[src/rtl/nlynx_resp_pkg.sv]
// nlynx_resp_pkg: word offsets, STATUS fields and snapshot entry type shared by the responder and its FIFO.
// NLYNX_RESP_TIMESTAMP_EN adds a timestamp field to each entry and the timestamp word offset.
package nlynx_resp_pkg;
  localparam int MAX_METRICS  = 32;
  localparam int OFS_MASK     = 0;
  localparam int OFS_STATUS   = 1;
`ifdef NLYNX_RESP_TIMESTAMP_EN
  localparam int OFS_TS       = 2;
`endif
  localparam int ST_LEVEL_LSB = 0;
  localparam int ST_LEVEL_W   = 4;
  localparam int ST_DROP_LSB  = 8;
  localparam int ST_DROP_W    = 8;
  localparam int CTL_POP      = 0;
  localparam int CTL_CLR      = 1;
  typedef struct packed {
`ifdef NLYNX_RESP_TIMESTAMP_EN
    logic [31:0]                  ts;
`endif
    logic [MAX_METRICS-1:0]       ovf;
    logic [MAX_METRICS-1:0][31:0] cnt;
  } nlynx_snap_t;
endpackage

[src/rtl/nlynx_snap_fifo.sv]
// nlynx_snap_fifo: power-of-two snapshot FIFO; a pop frees a slot for a push in the same cycle when full.
module nlynx_snap_fifo
  import nlynx_resp_pkg::*;
#(
  parameter int DEPTH = 2
) (
  input  logic        clk_i,
  input  logic        rst_ni,
  input  logic        push_i,
  input  logic        pop_i,
  input  nlynx_snap_t data_i,
  output logic        full_o,
  output logic        empty_o,
  output logic [3:0]  level_o,
  output nlynx_snap_t head_o
);
  localparam int PW = $clog2(DEPTH);
  nlynx_snap_t mem_q [DEPTH];
  logic [PW-1:0] wptr_q, wptr_d, rptr_q, rptr_d;
  logic [3:0] level_q, level_d;
  logic do_push, do_pop;
  // Next pointers and level; pops on empty are ignored, pushes on full only succeed with a pop
  always_comb begin
    empty_o = level_q == 4'd0;
    full_o  = level_q == 4'(DEPTH);
    do_pop  = pop_i & ~empty_o;
    do_push = push_i & (~full_o | do_pop);
    wptr_d  = wptr_q + PW'(do_push);
    rptr_d  = rptr_q + PW'(do_pop);
    level_d = level_q + {3'b0, do_push} - {3'b0, do_pop};
    level_o = level_q;
    head_o  = mem_q[rptr_q];
  end
  // Pointer and level registers
  always_ff @(posedge clk_i or negedge rst_ni)
    if (!rst_ni) begin
      wptr_q  <= '0;
      rptr_q  <= '0;
      level_q <= '0;
    end else begin
      wptr_q  <= wptr_d;
      rptr_q  <= rptr_d;
      level_q <= level_d;
    end
  // Entry storage; contents are only meaningful below the level so no reset is needed
  always_ff @(posedge clk_i)
    if (do_push) mem_q[wptr_q] <= data_i;
endmodule

[src/rtl/nlynx_tcdm_responder.sv]
// nlynx_tcdm_responder: TCDM slave exposing metric snapshots through a FIFO with one-cycle registered responses.
// NLYNX_RESP_TIMESTAMP_EN enables a free-running cycle stamp per snapshot, readable at word N+2.
module nlynx_tcdm_responder
  import nlynx_resp_pkg::*;
#(
  parameter int NLYNX_METRICS       = 13,
  parameter int NLYNX_COUNTER_WIDTH = 32,
  parameter int SNAP_DEPTH          = 2
) (
  input  logic                                         clk_i,
  input  logic                                         rst_ni,
  input  logic [NLYNX_METRICS*NLYNX_COUNTER_WIDTH-1:0] nlynx_counters_i,
  input  logic [NLYNX_METRICS-1:0]                     nlynx_overflow_i,
  input  logic                                         nlynx_eop_i,
  input  logic                                         req_i,
  input  logic [31:0]                                  add_i,
  input  logic                                         wen_i,
  input  logic [31:0]                                  wdata_i,
  input  logic [3:0]                                   be_i,
  output logic                                         gnt_o,
  output logic                                         r_valid_o,
  output logic [31:0]                                  r_rdata_o,
  output logic                                         r_opc_o
);
  localparam logic [9:0] W_CNT_END = 10'(NLYNX_METRICS);
  localparam logic [9:0] W_MASK    = 10'(NLYNX_METRICS + OFS_MASK);
  localparam logic [9:0] W_STATUS  = 10'(NLYNX_METRICS + OFS_STATUS);
`ifdef NLYNX_RESP_TIMESTAMP_EN
  localparam logic [9:0] W_TS      = 10'(NLYNX_METRICS + OFS_TS);
`endif
  nlynx_snap_t entry, head;
  logic [9:0] widx;
  logic is_cnt, is_mask, is_stat, is_ts, rd, err, pop, clr, drop, full, empty;
  logic [3:0] level;
  logic [31:0] status, ts_word;
  logic [7:0] drop_q, drop_d;
  logic r_valid_q, r_valid_d, r_opc_q, r_opc_d;
  logic [31:0] r_rdata_q, r_rdata_d;
  logic unused_ok;
`ifdef NLYNX_RESP_TIMESTAMP_EN
  logic [31:0] ts_q, ts_d;
  assign ts_word = head.ts;
  assign is_ts   = widx == W_TS;
  assign ts_d    = ts_q + 32'd1;
  // Free-running cycle counter stamped into each pushed snapshot
  always_ff @(posedge clk_i or negedge rst_ni)
    if (!rst_ni) ts_q <= '0;
    else ts_q <= ts_d;
`else
  assign ts_word = '0;
  assign is_ts   = 1'b0;
`endif
  assign unused_ok = ^{be_i, wdata_i[31:2], add_i[31:12], add_i[1:0]};
  assign gnt_o     = req_i;
  assign r_valid_o = r_valid_q;
  assign r_rdata_o = r_rdata_q;
  assign r_opc_o   = r_opc_q;
  // Pack live counters into a zero-extended snapshot entry
  always_comb begin
    entry     = '0;
    entry.ovf = MAX_METRICS'(nlynx_overflow_i);
    for (int i = 0; i < NLYNX_METRICS; i++)
      entry.cnt[i] = 32'(nlynx_counters_i[i*NLYNX_COUNTER_WIDTH +: NLYNX_COUNTER_WIDTH]);
`ifdef NLYNX_RESP_TIMESTAMP_EN
    entry.ts = ts_q;
`endif
  end
  nlynx_snap_fifo #(.DEPTH(SNAP_DEPTH)) u_fifo (
    .clk_i   (clk_i),
    .rst_ni  (rst_ni),
    .push_i  (nlynx_eop_i),
    .pop_i   (pop),
    .data_i  (entry),
    .full_o  (full),
    .empty_o (empty),
    .level_o (level),
    .head_o  (head)
  );
  // Decode, error classification and response data, all from pre-update FIFO state
  always_comb begin
    widx    = add_i[11:2];
    is_cnt  = widx < W_CNT_END;
    is_mask = widx == W_MASK;
    is_stat = widx == W_STATUS;
    status  = '0;
    status[ST_LEVEL_LSB +: ST_LEVEL_W] = level;
    status[ST_DROP_LSB +: ST_DROP_W]   = drop_q;
    rd      = req_i & wen_i;
    err     = req_i & (~(is_cnt | is_mask | is_stat | is_ts) | (~wen_i & ~is_stat) | (wen_i & empty & ~is_stat));
    pop     = req_i & ~wen_i & is_stat & wdata_i[CTL_POP];
    clr     = req_i & ~wen_i & is_stat & wdata_i[CTL_CLR];
    drop    = nlynx_eop_i & full & ~pop;
    drop_d  = clr ? 8'd0 : (drop && drop_q != 8'hFF) ? drop_q + 8'd1 : drop_q;
    r_valid_d = req_i;
    r_opc_d   = err;
    r_rdata_d = (!rd || err) ? 32'd0 :
                is_cnt       ? head.cnt[widx[4:0]] :
                is_mask      ? head.ovf :
                is_stat      ? status : ts_word;
  end
  // Dropped-snapshot count and response register
  always_ff @(posedge clk_i or negedge rst_ni)
    if (!rst_ni) begin
      drop_q    <= '0;
      r_valid_q <= 1'b0;
      r_rdata_q <= '0;
      r_opc_q   <= 1'b0;
    end else begin
      drop_q    <= drop_d;
      r_valid_q <= r_valid_d;
      r_rdata_q <= r_rdata_d;
      r_opc_q   <= r_opc_d;
    end
endmodule

[config.mk]
export PLATFORM = sky130hd
export DESIGN_NAME = nlynx_tcdm_responder
export DESIGN_NICKNAME = d
export VERILOG_FILES = /design/src/rtl/nlynx_resp_pkg.sv /design/src/rtl/nlynx_snap_fifo.sv /design/src/rtl/nlynx_tcdm_responder.sv
export SDC_FILE = /design/constraint.sdc
export NUM_CORES = 1
export LEC_CHECK = 0
export ABC_AREA = 1
export ABC_CLOCK_PERIOD_IN_PS = 16800
export CAP_MARGIN = 20
export CORE_ASPECT_RATIO = 1.5
export CORE_MARGIN = 1.5
export CORE_UTILIZATION = 25
export DETAILED_ROUTE_END_ITERATION = 10
export REMOVE_ABC_BUFFERS = 1
export SYNTH_ARGS = -nofsm -noshare
export SYNTH_HDL_FRONTEND = slang
export SYNTH_SLANG_ARGS = --single-unit
[constraint.sdc]
create_clock -name clk_i -period 16.8 [get_ports clk_i]
set_clock_uncertainty 0.2 [all_clocks]
set_input_delay 3.36 -clock clk_i [delete_from_list [all_inputs] [get_ports clk_i]]
set_output_delay 3.36 -clock clk_i [all_outputs]
set_load 0.005 [all_outputs]
==> summary.txt <==
Clocking
  • Sink Count: 906
  • Num CTS Buffers: 91
  • Clk buf depth: 3
  • H-tree Lvls: 3
  • Clock root cell: clkbuf_16
  • Clock Latency Late Sink: 710 ps
  • Clk slew on worst S/H paths: 60 ps
  • Hold_buf cts: 0
  • Setup bufs post-CTS: 0
  • CTS tree: done
  • # resized after CTS: 0

Yosys
  • Sequential share of the synthesized area: 0.725
  • Ranking of synthesized cells by instance count: edfxtp_1, nand2_1, nor2_1
  • Post-synth ARST share: 0.0530
  • Gate count of the mapped netlist: 3258
  • #FFs+latches synth: 906
  • Synth top area share: 0.693
  • Avg Cell Area, Syn: 11.4 um^2
  • Synth area leader: edfxtp_1
  • EDFF count, synth: 858
  • Top-count cell post-synth: edfxtp_1
  • Top cells by area, synth: edfxtp_1, nand2_1, nor2_1
  • Distinct cells, synth: 41
  • Synth warnings: 0
  • Post-synth top flop: edfxtp_1
  • Mapped Area: 37200 um^2

Flow run
  • Max-Cap Viols: 0

Timing
  • Worst hold slack: 370 ps
  • Slew HR: 0.161
  • Setup repair after global routing missed its margin: no
  • Setup TNS: 0 ps
  • Worst Max-Slew Pin Slew: 1260 ps
  • Min Clock Period, post-route: 8070 ps
  • Post-route worst setup slack: 8730 ps
  • Fin crit share: 0.481
  • Count of final max-slew check failures: 0
  • Achievable Freq: 124 MHz
  • Final setup vio count: 0
  • Final Hold Fails: 0

Floorplanning
  • FP Rows: 173
  • Die area: 151000 um^2
  • Ports: 537
  • Core area: 148000 um^2
  • Initial Util: 0.252
  • Die span in y: 475 um
  • Die X: 318 um

Placement
  • Inst Count DP: 5536
  • Cell Area, Placed: 44000 um^2
  • Post-placement setup slack: 8130 ps
  • Gp weighted congestion: 0.763
  • IO buf count: 480
  • DP HPWL: 69200 um

Global routing
  • GR Util All Layers: 0.146
  • Initial antenna violation count: 57
  • Largest net degree at the start of global routing: 215
  • First-pass GRT wire length: 162000 um
  • Grt total ovfl: 0
  • Vias in the first global route: 24700

Critical path
  • WS Path Type: primary input to output port
  • Crit path capture type: output port
  • Critical path buffer and inverter count: 2
  • CP Max Fanout: 5
  • Crit path DAT: 4510 ps
  • Crit path max-delay cell type: clkdlybuf4s50_1
  • Cell mode on critical path: clkdlybuf4s50_1
  • Worst Setup Start Kind: primary input
  • Worst-path cell chain: clkdlybuf4s50_1 > clkdlybuf4s50_1
  • CP required: 13240 ps
  • Critical path's largest stage delay: 600 ps
  • Kind of cell adding the most delay to the critical path: buffers and inverters

Cells and area
  • Layout cells sized above 1: 0.0614
  • Layout Nets: 4215
  • Layout Utilization: 0.318
  • Non-Filler Instances: 5717
  • Area growth from synthesis to layout: 26.2%
  • Post-route design area: 46900 um^2
  • Fillcell total: 14900

Route
  • Via density: 4.37
  • Initial DRC Count: 1751
  • Vias: 25000
  • Post-route DRC: 0
  • Post-route ant nets: 0
  • Wirelength, routed: 112000 um
  • Wire length per cell: 19.6 um
  • DRT Pass-1 Iters: 5

Outcome
  • Outcome: finished, final reports clean

Power
  • Pwr Total: 5.95 mW
  • PwrDens: 127 nW/um^2
  • Lkg Pwr: 17.7 nW
  • VDD IR-drop max: 0.000116 V

Hold path
  • Hold Crit Class: register to register
## area by class of cell
| type | instances | area (um^2) | area share |
|---|---|---|---|
| sequential | 906 | 27000 | 0.575 |
| multi-input combinational | 1899 | 8390 | 0.179 |
| timing repair buffer | 519 | 5140 | 0.110 |
| clock buffer | 119 | 2440 | 0.0521 |
| tap | 1925 | 2410 | 0.0513 |
| inverter | 288 | 1100 | 0.0233 |
| clock inverter | 49 | 460 | 0.00981 |
| antenna | 12 | 30.0 | 0.000640 |
## cell usage in the layout (no fill, tap or decap), drive strengths merged
master           n
xnor2            3
o2111ai          7
diode           12
nor4             1
o211ai          38
nor3            13
edfxtp         858
clkinvlp         6
clkinv          33
clkdlybuf4s50  476
a21oi           65
bufinv           6
o21a             1
nor2           511
nand3b           6
mux2i            4
and2             1
xor2             6
o21ai          232
dfrtp           48
o22ai           16
or2             38
fa               1
inv            292
ha               7
a21boi           1
clkbuf         119
nand4           27
nand3          155
nand2          766
buf             43
## worst reg2reg max path: stages, from the launching register on
cell and delay (ps):
dfrtp_4 450, buf_4 530, buf_12 600, buf_4 930, buf_4 760, o21ai_0 230
o21ai_0 360, nand2_1 160, nand2_1 90, nand2_1 50, nand3_1 100, nand2_1 60
nor2_1 70
## where the power goes
group	total, mW	internal, mW	leakage, nW	switching [mW]
combinational	0.797	0.240	7.58	0.557
sequential	3.14	3.04	8.68	0.101
clock	2.01	1.13	1.40	0.883
## per-layer routing
layer  share of wire  GRT usage  vias up
met4           0.029     0.0532       72
met3           0.092     0.0487      222
li1                -          -    11900
met2            0.46      0.233      807
met5          0.0043          0        -
met1            0.42      0.183    12000
## logic make-up after synthesis
group | Yosys count | synth area share
adder cells (fa/ha/maj) | 8 | 0.00289
buffers and inverters | 453 | 0.0509
flip-flops | 906 | 0.725
XOR/XNOR | 9 | 0.00212
AO/OA/AOI/OAI | 360 | 0.0524
multiplexers | 4 | 0.00108
AND/OR/NAND/NOR | 1518 | 0.166
## state kept, by name, summed over array words and instances, names as in the netlist
signal,flops
drop_q,8
r_opc_o,1
r_rdata_o,32
r_valid_o,1
u_fifo.level_o,4
u_fifo.mem_q,858
u_fifo.rptr_q,1
u_fifo.wptr_q,1
## path summary, 6_finish.rpt
check / depth (start not counted) / slack (ps) / endpoint / start
min in group asynchronous: 1 / 2630 / r_rdata_o[6] / rst_ni
max in group asynchronous: 1 / 13000 / u_fifo.rptr_q / rst_ni
worst max-delay path: 2 / 8730 / gnt_o / req_i
worst min-delay path: 2 / 370 / drop_q[6] / drop_q[6]
worst min register to register: 2 / 370 / drop_q[6] / drop_q[6]
worst max register to register: 12 / 12130 / r_rdata_o[16] / u_fifo.rptr_q
Power figures use the tool's default switching activity.
